===== src/rtl/mss_gpio_led_fader.sv =====
`default_nettype none
// ============================================================================
//  Module      : mss_gpio_led_fader
//  Description : Converts each MSS GPIO_M2F level into a soft-fading PWM LED
//                drive. A high GPIO ramps its LED up to full brightness and a
//                low GPIO ramps it back down to off. Nothing lights until
//                MSS_READY has been seen high through the synchroniser.
//
//  Ports       : CLK_BASE   - fabric clock (FAB_CCC_GL0)
//                RESET      - asynchronous, active-high reset
//                MSS_READY  - MSS ready flag, asynchronous to CLK_BASE
//                GPIO_M2F   - MSS GPIO levels, asynchronous to CLK_BASE
//                LED_OUT    - registered PWM LED drive, active high
//                RAMP_BUSY  - channel is ramping up or down (registered)
//
//  Parameters  : NUM_CH   - number of GPIO/LED channels
//                STEP     - duty change per ramp tick (1..255)
//                RAMP_DIV - PWM periods per ramp tick (1..65535)
//
//  Build macro : GPIO_LED_GAMMA_EN - when defined, the PWM compare uses
//                (duty*duty)>>8 for a perceptually linear fade. When it is
//                undefined the duty is compared directly and no multiplier
//                exists.
//
//  Revision    : 1.0 - initial release
// ============================================================================
module mss_gpio_led_fader #(
    parameter int NUM_CH   = 8,
    parameter int STEP     = 16,
    parameter int RAMP_DIV = 4
) (
    input  logic              CLK_BASE,
    input  logic              RESET,
    input  logic              MSS_READY,
    input  logic [NUM_CH-1:0] GPIO_M2F,
    output logic [NUM_CH-1:0] LED_OUT,
    output logic [NUM_CH-1:0] RAMP_BUSY
);

    // ------------------------------------------------------------------------
    // Constants
    // ------------------------------------------------------------------------
    localparam logic [8:0]  c_STEP_W9  = 9'(STEP);
    localparam logic [7:0]  c_STEP_W8  = 8'(STEP);
    localparam logic [15:0] c_DIV_LAST = 16'(RAMP_DIV - 1);
    localparam logic [7:0]  c_DUTY_MAX = 8'hFF;
    localparam logic [7:0]  c_DUTY_MIN = 8'h00;
    localparam logic [7:0]  c_PWM_LAST = 8'hFF;

    typedef enum logic [1:0] {
        S_OFF       = 2'd0,
        S_RAMP_UP   = 2'd1,
        S_ON        = 2'd2,
        S_RAMP_DOWN = 2'd3
    } fade_state_t;

    // ------------------------------------------------------------------------
    // Two-flop synchronisers for the asynchronous MSS signals
    // ------------------------------------------------------------------------
    logic [NUM_CH-1:0] r_gpio_meta;
    logic [NUM_CH-1:0] r_gpio_sync;
    logic              r_ready_meta;
    logic              r_ready_sync;

    always_ff @(posedge CLK_BASE or posedge RESET) begin
        if (RESET) begin
            r_gpio_meta  <= '0;
            r_gpio_sync  <= '0;
            r_ready_meta <= 1'b0;
            r_ready_sync <= 1'b0;
        end else begin
            r_gpio_meta  <= GPIO_M2F;
            r_gpio_sync  <= r_gpio_meta;
            r_ready_meta <= MSS_READY;
            r_ready_sync <= r_ready_meta;
        end
    end

    // A channel only requests light while the MSS reports ready; dropping
    // READY therefore makes every channel fade out rather than cut hard.
    logic [NUM_CH-1:0] w_req;
    assign w_req = r_gpio_sync & {NUM_CH{r_ready_sync}};

    // ------------------------------------------------------------------------
    // Free-running PWM counter and ramp tick generator
    // ------------------------------------------------------------------------
    logic [7:0]  r_pwm_cnt;
    logic [15:0] r_period_cnt;
    logic        w_pwm_wrap;
    logic        w_tick;

    assign w_pwm_wrap = (r_pwm_cnt == c_PWM_LAST);
    // Tick lands on the last count of a period, so a duty written on the tick
    // is first used at pwm_cnt == 0 of the following period.
    assign w_tick     = w_pwm_wrap && (r_period_cnt == c_DIV_LAST);

    always_ff @(posedge CLK_BASE or posedge RESET) begin
        if (RESET) begin
            r_pwm_cnt    <= '0;
            r_period_cnt <= '0;
        end else begin
            r_pwm_cnt <= r_pwm_cnt + 8'd1;
            if (w_pwm_wrap) begin
                if (w_tick) begin
                    r_period_cnt <= '0;
                end else begin
                    r_period_cnt <= r_period_cnt + 16'd1;
                end
            end
        end
    end

    // ------------------------------------------------------------------------
    // Per-channel fade FSM, duty register and PWM output
    // ------------------------------------------------------------------------
    generate
        for (genvar i = 0; i < NUM_CH; i++) begin : g_ch
            fade_state_t r_state;
            logic [7:0]  r_duty;
            logic        r_busy;
            logic        r_led;
            logic [8:0]  w_duty_sum;
            logic [7:0]  w_duty_up;
            logic [7:0]  w_duty_dn;
            logic [7:0]  w_eff_duty;

            // Saturating step in both directions; the ninth bit of the sum
            // flags an overflow past full brightness.
            assign w_duty_sum = {1'b0, r_duty} + c_STEP_W9;
            assign w_duty_up  = w_duty_sum[8] ? c_DUTY_MAX : w_duty_sum[7:0];
            assign w_duty_dn  = (r_duty > c_STEP_W8) ? (r_duty - c_STEP_W8)
                                                     : c_DUTY_MIN;

`ifdef GPIO_LED_GAMMA_EN
            // Square-law brightness curve: upper byte of duty*duty, with full
            // duty pinned to full scale.
            assign w_eff_duty = (r_duty == c_DUTY_MAX) ? c_DUTY_MAX
                              : 8'((16'(r_duty) * 16'(r_duty)) >> 8);
`else
            assign w_eff_duty = r_duty;
`endif

            // RAMP_BUSY is loaded together with the state it reflects, so it
            // follows the state register with no extra delay.
            always_ff @(posedge CLK_BASE or posedge RESET) begin
                if (RESET) begin
                    r_state <= S_OFF;
                    r_duty  <= c_DUTY_MIN;
                    r_busy  <= 1'b0;
                end else begin
                    case (r_state)
                        S_OFF: begin
                            if (w_req[i]) begin
                                r_state <= S_RAMP_UP;
                                r_busy  <= 1'b1;
                            end
                        end
                        S_RAMP_UP: begin
                            // A request change outranks a coincident tick:
                            // the direction flips and the duty holds.
                            if (!w_req[i]) begin
                                r_state <= S_RAMP_DOWN;
                                r_busy  <= 1'b1;
                            end else if (w_tick) begin
                                r_duty <= w_duty_up;
                                if (w_duty_up == c_DUTY_MAX) begin
                                    r_state <= S_ON;
                                    r_busy  <= 1'b0;
                                end
                            end
                        end
                        S_ON: begin
                            if (!w_req[i]) begin
                                r_state <= S_RAMP_DOWN;
                                r_busy  <= 1'b1;
                            end
                        end
                        S_RAMP_DOWN: begin
                            if (w_req[i]) begin
                                r_state <= S_RAMP_UP;
                                r_busy  <= 1'b1;
                            end else if (w_tick) begin
                                r_duty <= w_duty_dn;
                                if (w_duty_dn == c_DUTY_MIN) begin
                                    r_state <= S_OFF;
                                    r_busy  <= 1'b0;
                                end
                            end
                        end
                        default: begin
                            r_state <= S_OFF;
                            r_duty  <= c_DUTY_MIN;
                            r_busy  <= 1'b0;
                        end
                    endcase
                end
            end

            // Full and zero duty are forced so the LED never shows a one-count
            // sliver of the opposite level.
            always_ff @(posedge CLK_BASE or posedge RESET) begin
                if (RESET) begin
                    r_led <= 1'b0;
                end else if (r_duty == c_DUTY_MAX) begin
                    r_led <= 1'b1;
                end else if (r_duty == c_DUTY_MIN) begin
                    r_led <= 1'b0;
                end else begin
                    r_led <= (r_pwm_cnt < w_eff_duty);
                end
            end

            assign LED_OUT[i]   = r_led;
            assign RAMP_BUSY[i] = r_busy;
        end
    endgenerate

endmodule
`default_nettype wire


===== config.mk =====
export PLATFORM = sky130hd
export DESIGN_NAME = mss_gpio_led_fader
export DESIGN_NICKNAME = d
export VERILOG_FILES = /design/src/rtl/mss_gpio_led_fader.sv
export SDC_FILE = /design/constraint.sdc
export NUM_CORES = 1
export LEC_CHECK = 0
export CORE_MARGIN = 3
export CORE_UTILIZATION = 45
export CTS_BUF_LIST = sky130_fd_sc_hd__clkbuf_4 sky130_fd_sc_hd__clkbuf_8 sky130_fd_sc_hd__clkbuf_16
export DETAILED_ROUTE_END_ITERATION = 7
export PLACE_DENSITY = 0.73
export SLEW_MARGIN = 20
export SYNTH_ARGS = -nofsm -noshare
export SYNTH_HDL_FRONTEND = slang
export SYNTH_SLANG_ARGS = --single-unit

===== constraint.sdc =====
create_clock -name CLK_BASE -period 4.5 [get_ports CLK_BASE]
set_clock_uncertainty 0.1 [all_clocks]
set_input_delay 0.675 -clock CLK_BASE [delete_from_list [all_inputs] [get_ports CLK_BASE]]
set_output_delay 0.675 -clock CLK_BASE [all_outputs]
set_load 0.01 [all_outputs]

After elaboration in Yosys (flattened, before gate mapping)
Cells that the tools add are included.
Storage, ports and cells
  output and inout bits: 16
  flip-flop bits (word level): 138
  word-level logic and storage cells: 461
  input bits: 11
Operators by class
  add/subtract/negate cells: 18
  equal/unequal tests: 122
  muxes and demuxes: 217
  bitwise gates (word level): 1
  $lt $le $gt $ge: 16
  reduce and logical (&&, ||, !) cells: 49
Operators with widths (count)
  2-to-1 mux 8 bit: 48
  equality test 8 bit, second input constant: 17
  logical NOT 8 bit: 16
  2-to-1 mux 2 bit: 64
  case mux 8 bit (2 select lines): 8
  inequality test 2 bit, second input constant: 48
  inequality test 3 bit, second input constant: 32
  2-to-1 mux 1 bit: 80
  adder 8 x 5 -> 9 bit, second input constant: 8
  > comparator 8 x 5 -> 1 bit, second input constant: 8
  < comparator 8 bit: 8
  case mux 2 bit (4 select lines): 8
  subtractor 8 x 5 -> 8 bit, second input constant: 8
  AND reduction 6 bit: 8
  AND reduction 5 bit: 8
  equality test 2 bit, second input constant: 16
  case mux 1 bit (4 select lines): 8
  adder 16 x 1 -> 16 bit, second input constant: 1
  equality test 16 x 2 -> 1 bit, second input constant: 1
  equality test 2 x 1 -> 1 bit, second input constant: 8
  logical NOT 2 bit: 8
  2-to-1 mux 16 bit: 1
  nonzero test 2 bit: 8
  adder 8 x 1 -> 8 bit, second input constant: 1
  2 further kinds: 2

Logic depth before layout (Yosys ltp)
Gate-level depths: netlist of the first run.
  depth in word-level cells: 7
  mapped depth: 9
  depth with buffers taken out: 8

Worst setup path before layout of the first run
Ideal clock, no wire load.
  path type: register to register
  start: reg g_ch[3].r_duty[4]
  end: reg g_ch[3].r_busy
  library setup time: 125 ps
  path buffers: 1
  cell stages (with the launch flop): 10
  arrival: 2196 ps
  clock period less this slack: 2420 ps
  required time: 4275 ps
  slack: 2080 ps
  path through: dfrtp_1 > clkbuf_1 > inv_1 > ha_1 > a21oi_1 > a31oi_1 > o221ai_1 > o41ai_1 > a221oi_2 > mux2_2
On the way
  longest elaborated chain between the ends: 5
  elaborated cells on any way between the ends: 10
  those cells by class: 2 x add/sub; 1 x order compare; 3 x eq/ne; 2 x mux; 2 x reduce/logical
RTL lines
  start: declaration: line 119  | logic [7:0] r_duty;
  start signal: assignment: line 148  | r_duty <= c_DUTY_MIN;
  start signal: assignment: line 165  | r_duty <= w_duty_up;
  start signal: assignment: line 183  | r_duty <= w_duty_dn;
  adder 8 x 5 -> 9 bit, or another cell as far along: line 129  | assign w_duty_sum = {1'b0, r_duty} + c_STEP_W9;
  2-to-1 mux 8 bit, on equally long branches: line 130, 131
  equality test 8 bit / logical NOT 8 bit (equally long branches): line 166, 184
  inequality test 3 bit (no source line)
  AND reduction 6 bit (no source line) (*)
  end signal: assignment: line 163  | r_busy <= 1'b1;
  end signal: assignment: line 168  | r_busy <= 1'b0;
  end signal: assignment: line 175  | r_busy <= 1'b1;
  end: declaration: line 120  | logic r_busy;
Mark *: on every way between the ends. The rest lies on a longest branch, timed or not.
A chain may end at the register's enable or synchronous reset.

Worst setup path in the final report of the first run
  start: reg r_pwm_cnt[1]
  end: reg g_ch[4].r_duty[2]
On the way
  longest elaborated chain between the ends: 4
  elaborated cells on any way between the ends: 5
  those cells by class: 3 x eq/ne; 2 x reduce/logical
RTL lines
  start: declaration: line 87  | logic [7:0] r_pwm_cnt;
  start signal: assignment: line 102  | r_pwm_cnt <= r_pwm_cnt + 8'd1;
  equality test 8 bit (*): line 92  | assign w_pwm_wrap = (r_pwm_cnt == c_PWM_LAST);
  logical AND 1 bit (*): line 95  | assign w_tick = w_pwm_wrap && (r_period_cnt == c_DIV_LAST);
  inequality test 2 bit (no source line)
  AND reduction 5 bit (no source line) (*)
  end signal: assignment: line 148
  end signal: assignment: line 165
  end signal: assignment: line 183
  end: declaration: line 119
Marks and branches as above.

==> parameters.txt, run 1 <==
Parameter                              Value

Run status
  Status ... finished, final reports clean

Synth
  Post-Syn Instances ... approximately 1100
  Post-synth top flop ... sky130_fd_sc_hd__dfrtp_1
  Total standard cell area after synthesis ... between 0.009 and 0.01 mm2
  Register area share after synthesis ... 35.3%
  Count of different cell masters after synthesis ... 75
  Net Count, Synth ... around 1200
  Synth Warn # ... 0
  Proportion of synthesized flip-flops having asynchronous set or reset ... 100%
  EDFF count, synth ... 0
  Flip-flop and latch count after synthesis ... 138
  Avg Synthesized Cell Area ... ~9 um2

Routing
  Vias per cell ... ~5.8
  Number of DRC markers after the initial detailed-route iteration ... approximately 600
  Routed Antenna Nets ... 0
  Iteration count of the initial detailed-routing pass ... 6
  DR vias ... 7954
  Wire per inst ... around 15 um
  Post-route DRC violation count ... 0
  Total wire length after detailed routing ... between 20000 and 25000 um

Clock network
  CTS Buffer Depth ... 2
  CTS H-tree depth ... 4
  CTS sink cnt ... approximately 140
  Clock transition at the registers of the reported paths ... approximately 60 ps
  Number of buffers inserted for hold repair after clock tree synthesis ... 0
  Skew-Pair Late Insertion Delay ... 430 ps
  Clock buffers created by TritonCTS ... 17
  Post-CTS setup buffer count ... 0
  Gates resized, CTS repair ... 0
  Root buffer cell ... sky130_fd_sc_hd__clkbuf_16
  Clock tree from TritonCTS ... built

Global routing
  Sum of overflow across all layers after global routing ... 0
  Pin count of the biggest net entering global routing ... 85
  Aggregate global-route resource usage ... between 15 and 20%
  First-pass GRT wire length ... approximately 36000 um
  Vias in the first global route ... roughly 7700
  Initial antenna violation count ... 0

Place
  Worst slack at placement ... approximately 1400 ps
  Post-DP HPWL ... approximately 15000 um
  Number of port buffers ... 26
  Routability congestion estimate from global placement ... ~0.9

Cells and area
  Layout cell share with drive strength beyond 1 ... ~7%
  Post-layout nets ... around 1200
  Layout filler cell count ... between 1500 and 2000
  Multi-input combinational cell area ... 0.00571 mm2
  Synthesis-to-layout area growth ... 9.71%
  Final cell utilization of the core ... between 50% and 60%
  Sequential cell area ... 0.00345 mm2
  Count of inserted antenna diode cells ... 0

Timing
  Fin. max-slew vios ... 0
  Worst rel slew slack ... about a third
  Count of final setup violators ... 0
  Clock period minus worst slack ... ~3100 ps
  Worst-margin pin slew ... roughly 990 ps
  RSZ-0062 raised after global routing ... no
  Share of the clock period used by the worst path after layout ... ~69%
  Final hold violations ... 0
  Highest Clock Rate ... 322 MHz
  Setup TNS ... 0 ps
  Setup ws final ... around 1400 ps

Worst hold path
  Number of cells on the worst hold path ... 0
  Path class of the lowest-slack min-delay path ... flop to flop

Setup path
  Kind of start point of the critical path ... flop
  Largest fanout on the critical path ... 12
  Arrival time worst endpoint ... between 3000 and 4000 ps
  Required time at the endpoint of the critical path ... 4720 ps
  Critical path endpoint category ... flop
  Worst Reg2Reg Path Length in Cells ... 7
  Kind of critical path ... flop to flop

Pwr
  Leakage component of the power ... 4.64 nW
  Total power ... a little over 0.004 W
  Worst VDD drop ... around 0.25 mV
  Cell Pwr Density ... between 300 and 400 mW/mm2

Floorplan
  Number of I/O pins ... 27
  Initial Util ... 46.1%
  Die Width ... roughly 150 um
  Floorplan row count ... 53
  Floorplan Core Area ... about 0.021 mm2
  Vertical extent of the die ... 153 um
  Total die area ... around 0.024 mm2

Job
  Number of maximum-capacitance constraint violations ... 0
## Yosys cell counts (6+ instances only)
cell,n,area (um2)
sky130_fd_sc_hd__nor4_1,10,62.6
sky130_fd_sc_hd__a21o_1,6,45.0
sky130_fd_sc_hd__xor2_1,9,78.8
sky130_fd_sc_hd__a211oi_1,9,67.6
sky130_fd_sc_hd__buf_4,18,135
sky130_fd_sc_hd__nand3_1,43,215
sky130_fd_sc_hd__buf_2,6,30.0
sky130_fd_sc_hd__nor2b_1,8,50.1
sky130_fd_sc_hd__nor4b_1,7,61.3
sky130_fd_sc_hd__xnor2_1,13,114
sky130_fd_sc_hd__a21oi_1,54,270
sky130_fd_sc_hd__or3_1,11,68.8
sky130_fd_sc_hd__nor2_1,99,372
sky130_fd_sc_hd__nand2b_1,18,113
sky130_fd_sc_hd__nor3_1,31,155
sky130_fd_sc_hd__nand4_1,13,81.3
sky130_fd_sc_hd__o21a_1,29,218
sky130_fd_sc_hd__clkbuf_1,30,113
sky130_fd_sc_hd__nand2_1,75,282
sky130_fd_sc_hd__inv_1,88,330
sky130_fd_sc_hd__ha_1,114,1430
sky130_fd_sc_hd__dfrtp_1,138,3450
sky130_fd_sc_hd__a22oi_1,6,45.0
sky130_fd_sc_hd__mux2_2,15,169
sky130_fd_sc_hd__a21boi_0,7,52.6
sky130_fd_sc_hd__a31oi_1,12,75.1
sky130_fd_sc_hd__o22ai_1,14,87.6
sky130_fd_sc_hd__mux2i_1,13,130
sky130_fd_sc_hd__and2_1,6,37.5
sky130_fd_sc_hd__and3_1,15,93.8
sky130_fd_sc_hd__o21ai_0,69,345
## critical path, cell delays in order (launching register included)
cell and delay, ps:
sky130_fd_sc_hd__dfrtp_1 600, sky130_fd_sc_hd__ha_1 320, sky130_fd_sc_hd__nand4_1 570, sky130_fd_sc_hd__nor2_1 330, sky130_fd_sc_hd__buf_4 220, sky130_fd_sc_hd__nand2b_1 240, sky130_fd_sc_hd__or3_1 480, sky130_fd_sc_hd__o21a_1 130
## cells in the final DEF (no fill, tap or decap), drive strengths merged, types with 29 or more instances in the layout
cell type / instances
dfrtp: 138
ha: 114
nor2: 99
inv: 94
nand2: 75
o21ai: 70
a21oi: 54
nand3: 43
nor3: 36
o21a: 29
## final timing paths
path / start / to / slack (ps)
min reg2reg: r_ready_meta / r_ready_sync / 250
max in group asynchronous: RESET / g_ch[3].r_led / 2820
min: r_ready_meta / r_ready_sync / 250
min in group asynchronous: RESET / r_gpio_meta[0] / 630
max reg2reg: r_pwm_cnt[1] / g_ch[4].r_duty[2] / 1390
max: r_pwm_cnt[1] / g_ch[4].r_duty[2] / 1390
## sequential cells by signal, indices dropped and copies added, names as in the netlist
register,count
g_ch.r_state,16
r_gpio_meta,8
r_ready_sync,1
r_pwm_cnt,8
r_period_cnt,16
g_ch.r_led,8
r_gpio_sync,8
g_ch.r_duty,64
r_ready_meta,1
g_ch.r_busy,8
## metrics by stage
stage / hold slack [ps] / cell area (um2) / instances
2_1_floorplan: 231 / 9780 / 1088
3_3_place_gp: 232 / 10100 / 1337
3_5_place_dp: 235 / 10100 / 1337
4_1_cts: 249 / 10700 / 1369
5_1_grt: 250 / 10700 / 1369
6_report: 247 / 10700 / 1369
## cells by family after synthesis
logic type | after synthesis | share of synthesized area, %
muxes | 33 | 3.63
AOI/OAI and AO/OA | 272 | 18.8
xor gates and xnor gates | 22 | 1.97
DFF | 138 | 35.3
and+or+nand+nor | 366 | 19.4
adders and majority gates | 114 | 14.6
buffers and inverters | 143 | 6.33
## layout make-up
type                            count  area share [%]
Tap cell                          275            3.21
Clock buffer                       18            4.03
Sequential cell                   138            32.2
Inverter                           88            3.12
Clock inverter                     14            1.50
Timing Repair Buffer               29            2.75
Multi-Input combinational cell    807            53.2
## where the power goes
part / switching, W / internal (W)
sequential: 0.0000907 / 0.00136
clock: 0.000586 / 0.000835
combinational: 0.000663 / 0.000538
## per-layer routing
layer	track usage, %	part of all wire [%]	up-vias
met5	0	0	-
met2	31.2	49	186
met1	23.5	45	3837
met4	5.13	1.6	0
met3	3.65	4.3	31
li1	-	-	3900
No activity file was read; power rests on OpenSTA's default activity.
==> inputs of run 2 (changes only) <==
PLACE_DENSITY = 0.7   (was 0.73)
clock period = 2.9 ns   (was 4.5 ns; I/O delays follow)
==> run 2 against run 1 <==
Clock power increased by 56%. Critical path type unchanged. Global-route usage increased by 0.50 points. Hold slack about the same. Register-to-register slack got worse by 1100 ps. Sequential power increased by 54%. Via count increased by 0.67%. Combinational power increased by 58%.
==> parameters.txt, run 2 (synthesis results as in run 1) <==
Parameter                              Value

Run status
  Status ... finished, final reports clean

Setup path
  Kind of start point of the critical path ... flop
  Required time at the endpoint of the critical path ... between 3000 and 4000 ps
  Delay of the slowest cell on the worst path ... between 400 and 500 ps
  Count of buffer and inverter cells on the critical path ... 1
  Cell at the slowest stage of the critical path ... sky130_fd_sc_hd__dfrtp_1
  Arrival time worst endpoint ... around 2800 ps
  Top delay family on crit path ... compound AO/OA/AOI/OAI gates
  Largest fanout on the critical path ... 8
  Kind of critical path ... flop to flop
  Critical path endpoint category ... flop
  CP Cell Sequence ... inv_1 -> ha_1 -> nand2b_1 -> a32o_1 -> a22oi_1 -> o22ai_2 -> a221oi_2 -> mux2_1

Clock network
  CTS Buffer Depth ... 2
  Clock buffers created by TritonCTS ... 17
  CTS sink cnt ... 138
  Clock transition at the registers of the reported paths ... 60 ps
  Number of buffers inserted for hold repair after clock tree synthesis ... 0
  Root buffer cell ... sky130_fd_sc_hd__clkbuf_16
  Clock tree from TritonCTS ... built
  Skew-Pair Late Insertion Delay ... 430 ps
  CTS H-tree depth ... 4

Floorplan
  Floorplan row count ... 53
  Vertical extent of the die ... about 150 um
  Total die area ... approximately 0.024 mm2
  Floorplan Core Area ... approximately 0.021 mm2
  Number of I/O pins ... 27
  Die Width ... ~150 um
  Initial Util ... between 40 and 50%

Pwr
  Net Sw Frac ... about a third
  Clock power share ... approximately a third
  Cell internal pwr ... between 0.004 and 0.005 W
  Combinational share of power ... approximately 30%
  Leakage component of the power ... approximately 4.8 nW
  Cell Pwr Density ... 581 mW/mm2
  Switching Power ... 0.00199 W
  Worst VDD drop ... about 0.43 mV
  Relative contribution of sequential cells to total power ... a little over a third

Place
  Routability congestion estimate from global placement ... approximately 0.9
  Number of port buffers ... 26
  Post-DP HPWL ... around 15000 um

Timing
  Fin. max-slew vios ... 0
  Setup TNS ... 0 ps
  Worst rel slew slack ... between 50% and 60%
  Worst-margin pin slew ... approximately 660 ps
  Count of final setup violators ... 0
  Final-layout worst hold slack ... 247 ps
  Clock period minus worst slack ... 2570 ps
  Share of the clock period used by the worst path after layout ... between 80% and 90%
  Highest Clock Rate ... between 300 and 400 MHz
  RSZ-0062 raised after global routing ... no
  Final hold violations ... 0

Routing
  DR vias ... about 8000
  Vias per cell ... approximately 5.7
  Number of DRC markers after the initial detailed-route iteration ... 520
  Post-route DRC violation count ... 0
  Iteration count of the initial detailed-routing pass ... 5
  Total wire length after detailed routing ... 21300 um
  Wire per inst ... between 15 and 20 um
  Routed Antenna Nets ... 0

Cells and area
  Max FFs per register ... 64
  Count of inserted antenna diode cells ... 0
  Commonest non-fill, non-tap cells in the layout ... sky130_fd_sc_hd__dfrtp_1 (138), sky130_fd_sc_hd__ha_1 (114), sky130_fd_sc_hd__nor2_1 (98), sky130_fd_sc_hd__inv_1 (87), sky130_fd_sc_hd__nand2_1 (75)
  Final cell utilization of the core ... between 50% and 60%
  Commonest non-fill, non-tap cell in the layout ... sky130_fd_sc_hd__dfrtp_1
  Post-layout nets ... about 1200
  Layout cell share with drive strength beyond 1 ... under 10%
  Largest register by flop count ... g_ch.r_duty
  Synthesis-to-layout area growth ... 11.8%
  Registers with the most flip-flops ... g_ch.r_duty x64, g_ch.r_state x16, r_period_cnt x16
  Layout filler cell count ... between 1500 and 2000

Global routing
  Aggregate global-route resource usage ... a little under a fifth
  Pin count of the biggest net entering global routing ... between 70 and 80
  Initial antenna violation count ... 0
  Vias in the first global route ... about 7700
  Sum of overflow across all layers after global routing ... 0
  First-pass GRT wire length ... between 30000 and 40000 um

Worst hold path
  Path class of the lowest-slack min-delay path ... flop to flop

Job
  Number of maximum-capacitance constraint violations ... 0
run 2: cell count changes in the layout (fill, tap and decap cells not counted), sizes merged:
cell / change
buf: +25
clkbuf: +8
inv: -6
clkinv: -2
run 2: area by class of cell:
type                    count  area (um2)  area share, %
well taps                 275         344           3.15
inverters                  88         334           3.05
flip-flops and latches    138        3450           31.6
multi-input cells         807        5710           52.2
repair buffers             54         495           4.53
clock inverters             6        86.3          0.789
clock buffers              26         512           4.68
run 2: metrics by stage:
step / std cells / total power, W / setup WS (ps) / area, um2
2_1_floorplan: 1088 / 0.00377 / 480 / 9790
3_3_place_gp: 1362 / 0.00412 / 346 / 10300
3_5_place_dp: 1362 / 0.00417 / 269 / 10300
4_1_cts: 1394 / 0.00642 / 233 / 10900
5_1_grt: 1394 / 0.00676 / 77.6 / 10900
6_report: 1394 / 0.00635 / 330 / 10900
run 2: routing by layer:
layer / part of all wire, % / track usage [%] / vias to the layer above
li1: - / - / 3942
met2: 47 / 30.5 / 148
met3: 3.7 / 3.96 / 20
met1: 48 / 25.4 / 3897
met4: 1.0 / 5.09 / 0
met5: 0 / 0 / -
run 2: final timing paths:
| kind | start | end | slack (ps) | depth (start not counted) |
|---|---|---|---|---|
| setup / recovery | g_ch[2].r_duty[4] | g_ch[2].r_state[1] | 330 | 8 |
| hold / removal | r_gpio_meta[4] | r_gpio_sync[4] | 250 | 0 |
| setup reg to reg | g_ch[2].r_duty[4] | g_ch[2].r_state[1] | 330 | 8 |
| hold reg to reg | r_gpio_meta[4] | r_gpio_sync[4] | 250 | 0 |
| max in group asynchronous | RESET | g_ch[6].r_duty[7] | 1930 | 3 |
| min in group asynchronous | RESET | g_ch[0].r_state[0] | 370 | 3 |
run 2: what timing repair did:
action,CTS,global route
resized for setup,0,1
setup buffers,0,0
endpoints found under the setup margin,0,2
run 2: power by group through the flow:
| stage | registers [W] | logic, W | clock network, W |
|---|---|---|---|
| final | 0.00224 | 0.00189 | 0.00222 |
| after floorplan | 0.00224 | 0.00153 | 0 |
| after detailed placement | 0.00228 | 0.00190 | 0 |
| after global routing | 0.00227 | 0.00215 | 0.00234 |
| after CTS | 0.00224 | 0.00191 | 0.00227 |
| after global placement | 0.00227 | 0.00185 | 0 |
run 2: worst reg2reg max path: cells and delay by family (launching register included):
kind,cells,cell delay [ps]
compound gates,4,960
mux,1,360
fa+ha+maj,1,290
flops,1,460
buf+inv,1,120
simple gates,1,170
